[src/rtl/ternary_pkg.sv]
// Shared definitions for the ternary arithmetic blocks.
//   - Trit codes: T0/T1/T2 are the legal digits 0/1/2, TX is the illegal code.
//   - state_t: control states of the digit-serial subtractor.
//   - trit_legal(): 1 when a 2-bit code is a legal trit.
package ternary_pkg;

  localparam logic [1:0] T0 = 2'b00;
  localparam logic [1:0] T1 = 2'b01;
  localparam logic [1:0] T2 = 2'b10;
  localparam logic [1:0] TX = 2'b11;

  typedef enum logic [1:0] {
    ST_IDLE = 2'd0,
    ST_RUN  = 2'd1,
    ST_DONE = 2'd2
  } state_t;

  function automatic logic trit_legal(input logic [1:0] t);
    return t != TX;
  endfunction

endpackage

[src/rtl/full_subtractor.sv]
// Single-trit ternary full subtractor: computes A - B - C for one digit.
// Ports:
//   A, B   in  2 : minuend and subtrahend trits (legal codes only)
//   C      in  2 : incoming borrow trit (T0 or T1)
//   diff   out 2 : (A - B - C) mod 3
//   b_out  out 2 : T1 when A - B - C is negative, else T0
module full_subtractor
  import ternary_pkg::*;
(
  input  logic [1:0] A,
  input  logic [1:0] B,
  input  logic [1:0] C,
  output logic [1:0] diff,
  output logic [1:0] b_out
);

  // Bias by 3 so the intermediate stays non-negative: range is 0..5.
  logic [2:0] biased;

  // NOTE: every output gets a default at the top of the always_comb block,
  // so no path can leave a value unassigned and infer a latch.
  always_comb begin
    diff   = T0;
    b_out  = T0;
    biased = 3'd3 + {1'b0, A} - {1'b0, B} - {1'b0, C};
    if (biased >= 3'd3) begin
      diff  = 2'(biased - 3'd3);
      b_out = T0;
    end else begin
      diff  = biased[1:0];
      b_out = T1;
    end
  end

endmodule

[src/rtl/ternary_serial_subtractor.sv]
// Digit-serial N-trit ternary subtractor, A - B, one trit per clock, LSB first.
// Operands are captured on an input handshake, walked through a single
// full_subtractor cell, and the result is presented on an output handshake.
// Ports:
//   clk, rst             : clock, asynchronous active-high reset
//   in_valid / in_ready  : operand handshake (accepted only in IDLE)
//   a, b        in  2N   : minuend / subtrahend, trit k at bits [2k+1:2k]
//   out_valid / out_ready: result handshake (held in DONE until accepted)
//   diff        out 2N   : (A - B) mod 3^N
//   borrow_out  out 2    : T1 exactly when A < B
//   err         out 1    : a captured operand trit was the illegal code
// N must be at least 2.
module ternary_serial_subtractor
  import ternary_pkg::*;
#(
  parameter int N = 6
) (
  input  logic           clk,
  input  logic           rst,
  input  logic           in_valid,
  output logic           in_ready,
  input  logic [2*N-1:0] a,
  input  logic [2*N-1:0] b,
  output logic           out_valid,
  input  logic           out_ready,
  output logic [2*N-1:0] diff,
  output logic [1:0]     borrow_out,
  output logic           err
);

  localparam int             CNT_W      = (N > 1) ? $clog2(N) : 1;
  localparam logic [CNT_W-1:0] LAST_DIGIT = CNT_W'(N - 1);

  state_t           state_q, state_d;
  logic [2*N-1:0]   a_sr_q, b_sr_q, result_q;
  logic [2*N-1:0]   a_clean, b_clean;
  logic [1:0]       borrow_q;
  logic [CNT_W-1:0] cnt_q;
  logic             err_q;
  logic             operand_bad;
  logic             accept, step;
  logic [1:0]       cell_diff, cell_borrow;

  // Illegal trits are replaced by 0 at capture; the flag records that it happened.
  always_comb begin
    a_clean     = '0;
    b_clean     = '0;
    operand_bad = 1'b0;
    for (int k = 0; k < N; k++) begin
      a_clean[2*k +: 2] = trit_legal(a[2*k +: 2]) ? a[2*k +: 2] : T0;
      b_clean[2*k +: 2] = trit_legal(b[2*k +: 2]) ? b[2*k +: 2] : T0;
      operand_bad = operand_bad | ~trit_legal(a[2*k +: 2]) | ~trit_legal(b[2*k +: 2]);
    end
  end

  // NOTE: sequential state is updated with non-blocking assignments so every
  // register samples the pre-edge values, independent of statement order.
  always_ff @(posedge clk or posedge rst) begin
    if (rst) state_q <= ST_IDLE;
    else     state_q <= state_d;
  end

  always_comb begin
    state_d   = state_q;
    in_ready  = 1'b0;
    out_valid = 1'b0;
    accept    = 1'b0;
    step      = 1'b0;
    unique case (state_q)
      ST_IDLE: begin
        in_ready = 1'b1;
        if (in_valid) begin
          accept  = 1'b1;
          state_d = ST_RUN;
        end
      end
      ST_RUN: begin
        step = 1'b1;
        if (cnt_q == LAST_DIGIT) state_d = ST_DONE;
      end
      ST_DONE: begin
        out_valid = 1'b1;
        if (out_ready) state_d = ST_IDLE;
      end
      default: state_d = ST_IDLE;
    endcase
  end

  // The current digit is always the low trit of each operand shift register.
  full_subtractor u_cell (
    .A     (a_sr_q[1:0]),
    .B     (b_sr_q[1:0]),
    .C     (borrow_q),
    .diff  (cell_diff),
    .b_out (cell_borrow)
  );

  // NOTE: the operand and result registers are reset as well, because diff,
  // borrow_out and err are driven straight from them and must read 0 in reset.
  always_ff @(posedge clk or posedge rst) begin
    if (rst) begin
      a_sr_q   <= '0;
      b_sr_q   <= '0;
      result_q <= '0;
      borrow_q <= T0;
      cnt_q    <= '0;
      err_q    <= 1'b0;
    end else if (accept) begin
      a_sr_q   <= a_clean;
      b_sr_q   <= b_clean;
      result_q <= '0;
      borrow_q <= T0;
      cnt_q    <= '0;
      err_q    <= operand_bad;
    end else if (step) begin
      a_sr_q   <= a_sr_q >> 2;
      b_sr_q   <= b_sr_q >> 2;
      // After N shifts the first (LSB) digit has travelled down to bits [1:0].
      result_q <= {cell_diff, result_q[2*N-1:2]};
      borrow_q <= cell_borrow;
      cnt_q    <= (cnt_q == LAST_DIGIT) ? '0 : cnt_q + 1'b1;
    end
  end

  assign diff       = result_q;
  assign borrow_out = borrow_q;
  assign err        = err_q;

endmodule

[config.mk]
export PLATFORM = sky130hd
export DESIGN_NAME = ternary_serial_subtractor
export DESIGN_NICKNAME = d
export VERILOG_FILES = /design/src/rtl/ternary_pkg.sv /design/src/rtl/full_subtractor.sv /design/src/rtl/ternary_serial_subtractor.sv
export SDC_FILE = /design/constraint.sdc
export NUM_CORES = 1
export LEC_CHECK = 0
export BUFFER_PORTS_ARGS = -buffer_cell sky130_fd_sc_hd__clkbuf_2
export CAP_MARGIN = 15
export CORE_MARGIN = 2
export CORE_UTILIZATION = 58
export DETAILED_ROUTE_END_ITERATION = 16
export PLACE_DENSITY = 0.84
export SYNTH_ARGS = -nofsm -noshare
export SYNTH_HDL_FRONTEND = slang
export SYNTH_HIERARCHICAL = 1
export SYNTH_SLANG_ARGS = --single-unit
[constraint.sdc]
create_clock -name clk -period 5 [get_ports clk]
set_input_delay 0.5 -clock clk [delete_from_list [all_inputs] [get_ports clk]]
set_output_delay 0.5 -clock clk [all_outputs]
set_load 0.01 [all_outputs]
== Word level (Yosys, flattened, before mapping) ==
Cells that the tools add are included.

* $add $sub $neg: 5
* $lt $le $gt $ge: 1
* Equal/unequal tests: 18
* Mux-type cells: 34
* Bitwise operators: 23
* Reduce and logical (&&, ||, !) cells: 3

{| class="wikitable"
|+ Operator list
! cell !! number
|-
| 12-bit two-way mux || 6
|-
| 2-bit two-way mux || 18
|-
| 2-bit != test (second input constant) || 15
|-
| 1-bit inverter || 12
|-
| 1-bit bitwise OR || 11
|-
| 3-bit two-way mux || 3
|-
| 1-bit two-way mux || 6
|-
| 2-bit one-hot mux with 3 select lines || 1
|-
| 3-bit by 2-bit subtractor with 3-bit output || 2
|-
| 2-bit by 2-bit adder with 3-bit output (first input constant) || 1
|-
| 3-bit by 1-bit adder with 3-bit output (second input constant) || 1
|-
| 3-bit == test (second input constant) || 1
|-
| 3-bit by 2-bit greater-or-equal comparator with 1-bit output (second input constant) || 1
|-
| 3-bit AND reduction || 1
|-
| 2-bit by 1-bit == test with 1-bit output (second input constant) || 1
|-
| 2-bit == test (second input constant) || 1
|-
| 2-bit zero test || 1
|-
| 2-bit nonzero test || 1
|-
| 2-bit subtractor (second input constant) || 1
|}

* Register bits: 44
* Input bits: 28
* Logic and storage cells: 91

== Longest topological paths before layout ==
* Depth after elaboration: 13
* Mapped depth: 10

== Modules after synthesis ==
Netlist, hierarchy kept.

{| class="wikitable"
|+ Modules (own cells, without submodules)
! module !! instances !! cells an instance !! area each (um^2) !! sequential area each (um^2)
|-
| ternary_serial_subtractor || 1 || 179 || 2,001.9 || 1,101.1
|-
| full_subtractor || 1 || 20 || 163.9 || 0.0
|}

== Worst setup path before layout ==
No wires, ideal clock.

* Path type: reg-to-reg
* From: reg borrow_q[1], in the netlist borrow_out[1]
* To: reg result_q[10], in the netlist diff[10]
* Setup time: 0.066 ns
* Arrival time: 2.287 ns
* Required time: 4.934 ns
* Path slack: 2.647 ns
* Stages on the path, launching flop included: 9
* Clock period less this slack: 2.353 ns
* Cells stage by stage: dfrtp_1 -> fa_1 -> inv_1 -> fa_1 -> ha_1 -> or3_1 -> mux2i_1 -> nand2_1 -> nand2_1

* Longest elaborated chain between the ends: 5

{| class="wikitable"
|+ RTL lines
! element !! RTL line !! RTL
|-
| start, declared || ternary_serial_subtractor.sv:37 || <nowiki>logic [1:0] borrow_q;</nowiki>
|-
| start signal, assigned || ternary_serial_subtractor.sv:120 || <nowiki>borrow_q <= cell_borrow;</nowiki>
|-
| 3-bit by 2-bit subtractor with 3-bit output || full_subtractor.sv:25 || <nowiki>biased = 3'd3 + {1'b0, A} - {1'b0, B} - {1'b0, C};</nowiki>
|-
| 3-bit by 2-bit greater-or-equal comparator with 1-bit output || full_subtractor.sv:26 || <nowiki>if (biased >= 3'd3) begin</nowiki>
|-
| 2-bit two-way mux || full_subtractor.sv:26 ||
|-
| via cell_diff[0] || ternary_serial_subtractor.sv:42 || <nowiki>logic [1:0] cell_diff, cell_borrow;</nowiki>
|-
| 12-bit two-way mux || ternary_serial_subtractor.sv:115 || <nowiki>end else if (step) begin</nowiki>
|-
| 12-bit two-way mux || ternary_serial_subtractor.sv:108 || <nowiki>end else if (accept) begin</nowiki>
|-
| end signal, assigned || ternary_serial_subtractor.sv:119 || <nowiki>result_q <= {cell_diff, result_q[2*N-1:2]};</nowiki>
|-
| end, declared || ternary_serial_subtractor.sv:35 || <nowiki>logic [2*N-1:0] a_sr_q, b_sr_q, result_q;</nowiki>
|}

The timed path passes the listed nets, and every way through them passes these cells. The select of a mux whose other input is x is not followed.
A chain may end at the register's enable or synchronous reset.

== Worst setup path after layout ==
* From: reg a_sr_q[1]
* To: reg result_q[10], in the netlist diff[10]

* Longest elaborated chain between the ends: 7

{| class="wikitable"
|+ RTL lines
! element !! RTL line !! RTL
|-
| start, declared || ternary_serial_subtractor.sv:35 ||
|-
| start signal, assigned || ternary_serial_subtractor.sv:109 || <nowiki>a_sr_q <= a_clean;</nowiki>
|-
| start signal, assigned || ternary_serial_subtractor.sv:116 || <nowiki>a_sr_q <= a_sr_q >> 2;</nowiki>
|-
| 2-bit by 2-bit adder with 3-bit output || full_subtractor.sv:25 ||
|-
| 3-bit by 2-bit subtractor with 3-bit output (2 in series) || full_subtractor.sv:25 ||
|-
| 3-bit by 2-bit greater-or-equal comparator with 1-bit output || full_subtractor.sv:26 ||
|-
| 2-bit two-way mux || full_subtractor.sv:26 ||
|-
| via cell_diff[0] || ternary_serial_subtractor.sv:42 ||
|-
| 12-bit two-way mux || ternary_serial_subtractor.sv:115 ||
|-
| 12-bit two-way mux || ternary_serial_subtractor.sv:108 ||
|}

The timed path passes the listed nets, and every way through them passes these cells. The select of a mux whose other input is x is not followed.

==> results.toml <==
[grt]
grt_max_degree = 46
grt.overflow.total = 0
groute.usage.overall_pct = 22.2
grt_pass1_vias = 1587
antenna_found_initial = 0
wire_length_of_the_first_global_routing_pass_um = 7190

[sta]
hold_viol_final = 0
tns_ns = 0
post-route-period-util_pct = 50.9
finalSetupViolations = 0
slew_viol_final = 0
maxClockFrequency_mhz = 393
slew_headroom_pct = 25.5
timing.hold.ws_ns = 0.313
worst_slew_pin_slew_ns = 1.12
skew_ns = 0.00495
rsz0062_at_grt = "no"
timing.final.crit_period_ns = 2.55

[cts]
cts_tree = "yes"
cts-hold-fix-buffers = 0
number_of_clock_buffers_inserted_by_tritoncts = 5
cts-root-to-sink-buffers = 2
cts_post_setup_buffers_inserted = 0
clkSlewWorstSetupHoldPaths_ns = 0.08
cts_resized = 0
h-tree-depth = 2
clock_sinks = 44
cts_root_buf = "sky130_fd_sc_hd__clkbuf_8"
clock_insertion_delay_worst_skew_ns = 0.29

[yosys]
post_synth_net_total = 232
synthCells = 199
syn-cell-area_um2 = 2170
ys_dominant_reg_cell = "sky130_fd_sc_hd__dfrtp_1"
synthesis.area_per_instance_um2 = 10.9
synth_async_sr_flop_share_pct = 100
seq_area_frac_synth_pct = 50.8
yosys_warnings = 6
yosys.cell_types.count = 36
yosys_register_bits = 44
number_of_flops_mapped_to_enable_cells_by_yosys = 0

[drt]
routed_wl_um = 4270
postRouteAntennaNets = 0
drt_iter0_markers = 135
route.vias.total = 1677
drt-vias-per-instance = 5.84
number_of_detailed_route_iterations_in_the_first_pass = 5
routedWlPerCell_um = 14.9
detail_route.drc_violations = 0

[power]
power-per-cell-area_nw_per_um2 = 591
sw_frac_of_total_pct = 39.9
p_clk_share_pct = 15.6
power_frac_seq_pct = 39.5
vdd_drop_max_v = 0.000258
switchingPower_uw = 578
leakagePower_uw = 0.00121
power_frac_comb_pct = 44.9
p_int_uw = 871

[finish]
antenna_cells = 0
fillers = 300
layout.cells.most_common_list = "sky130_fd_sc_hd__dfrtp_1, sky130_fd_sc_hd__clkbuf_2, sky130_fd_sc_hd__nand2_1"
layout-drive-gt1-share_pct = 28.9
area_delta_synth_final_pct = 13.3
num-nets-final = 271

[critical_path]
longest_individual_stage_delay_on_the_worst_path_ns = 0.54
critical_path_class = "reg -> reg"
highest_fanout_seen_on_the_critical_path = 5
timing.rr.end = "diff[10]"
timing.critical_path.required_ns = 5.23
timing.critical_path.cells = "inv_1, fa_1, inv_1, fa_1, ha_1, or3_1, mux2i_1, nand2_1, nand2_1"
reg2reg_setup_slack_ns = 2.45
cp-start-kind = "flip-flop"
cp_data_arrival_time_ns = 2.78
worst_setup_path_end_kind = "flip-flop"
crit_path_top_delay_cell = "sky130_fd_sc_hd__fa_1"
ff2ff_path_depth = 9
rr_startpoint = "a_sr_q[1]"

[worst_hold_path]
hold_path.class = "in -> async"

[floorplan]
floorplan.initialDensity_pct = 59.6
placeableCoreArea_um2 = 3630
cell_row_count = 22
fp.dieH_um = 65.1
chipWidth_um = 65.1
die-area_um2 = 4240
io-pin-count = 45

[placed_design]
port_buffers = 44
routabilityCongestion = 0.721
detailed_place_hpwl_um = 2910

[run_status]
outcome = "completed"

[run]
cap_violations = 0
[power by group through the flow]
| stage | logic [uW] | registers (uW) | clock network (uW) |
|---|---|---|---|
| after floorplan | 502 | 574 | 0 |
| after global placement | 617 | 570 | 0 |
| after detailed placement | 650 | 576 | 0 |
| after CTS | 655 | 571 | 227 |
| after global routing | 727 | 588 | 245 |
| final | 651 | 572 | 226 |
[metal layers]
| layer | up-vias | track usage (%) | part of all wire [%] |
|---|---|---|---|
| met5 | - | 0 | 0 |
| met3 | 7 | 4.11 | 4.9 |
| met4 | 0 | 7.03 | 1.3 |
| met2 | 51 | 34.9 | 49 |
| met1 | 817 | 31.7 | 45 |
| li1 | 802 | - | - |
[synthesized netlist by cell type, types with 2 or more instances]
master                     count  area share [%]
sky130_fd_sc_hd__a221o_1      10             4.6
sky130_fd_sc_hd__a221o_2      10             5.2
sky130_fd_sc_hd__a22oi_1       6             2.1
sky130_fd_sc_hd__buf_2         3            0.69
sky130_fd_sc_hd__buf_6         4             2.1
sky130_fd_sc_hd__clkbuf_1      5            0.87
sky130_fd_sc_hd__dfrtp_1      44              51
sky130_fd_sc_hd__fa_1          2             1.8
sky130_fd_sc_hd__ha_1          3             1.7
sky130_fd_sc_hd__inv_1         8             1.4
sky130_fd_sc_hd__nand2_1      32             5.5
sky130_fd_sc_hd__nand2b_1      6             1.7
sky130_fd_sc_hd__nand3_1      18             4.2
sky130_fd_sc_hd__nor2_1        2            0.35
sky130_fd_sc_hd__nor3b_1      17             5.9
sky130_fd_sc_hd__nor3b_2       4             2.3
sky130_fd_sc_hd__o21ai_0       2            0.46
sky130_fd_sc_hd__o21ai_1       4            0.92
sky130_fd_sc_hd__o21bai_1      2            0.69
[worst max path at each step]
stage                        startpoint  cells past startpoint  slack [ns]  endpoint
after floorplan           borrow_out[1]                      8        2.65  diff[10]
after global placement        a_sr_q[1]                      9        2.57  diff[10]
after detailed placement      a_sr_q[1]                      9        2.45  diff[10]
after CTS                     a_sr_q[1]                      9        2.44  diff[10]
after global routing          a_sr_q[1]                      9        2.34  diff[10]
final                         a_sr_q[1]                      9        2.45  diff[10]
[state kept, by name, indices dropped and copies added, names as in the netlist]
| register | flops |
|---|---|
| a_sr_q | 12 |
| b_sr_q | 12 |
| err | 1 |
| diff | 12 |
| borrow_out | 2 |
| state_q | 2 |
| cnt_q | 3 |
[kinds of logic after synthesis]
| logic type | Yosys count | share of synthesized area [%] |
|---|---|---|
| AO/OA/AOI/OAI | 39 | 16.1 |
| AND/OR/NAND/NOR | 85 | 21.9 |
| adder cells (fa/ha/maj) | 5 | 3.58 |
| XOR/XNOR | 1 | 0.404 |
| flip-flops | 44 | 50.8 |
| multiplexers | 2 | 0.982 |
| other | 1 | 0.173 |
| buffers and inverters | 22 | 6.07 |
[worst max-delay path: cells and delay by family (launching register included)]
kind                       cells  cell delay [ns]
adders and majority gates      3             1.34
and+or+nand+nor                3             0.53
DFF                            1             0.35
muxes                          1             0.14
buffers and inverters          2             0.12
[per-stage QoR]
step,total power [uW],instances,util (%),area (um^2),setup WS [ns]
floorplan,1080,199,-,2170,2.65
global placement,1190,279,65.0,2360,2.57
detailed placement,1230,279,65.0,2360,2.45
CTS,1450,287,67.5,2450,2.44
global route,1560,287,67.5,2450,2.34
finish,1450,287,67.5,2450,2.45
[area by class of cell]
| cell class | count | area [um^2] | share of cell area [%] |
|---|---|---|---|
| sequential | 44 | 1100 | 44.9 |
| multi-input combinational | 133 | 937 | 38.2 |
| timing repair buffer | 46 | 235 | 9.59 |
| clock buffer | 8 | 90.1 | 3.67 |
| tap | 48 | 60.1 | 2.45 |
| inverter | 8 | 30.0 | 1.22 |
Power figures use the tool's default switching activity.
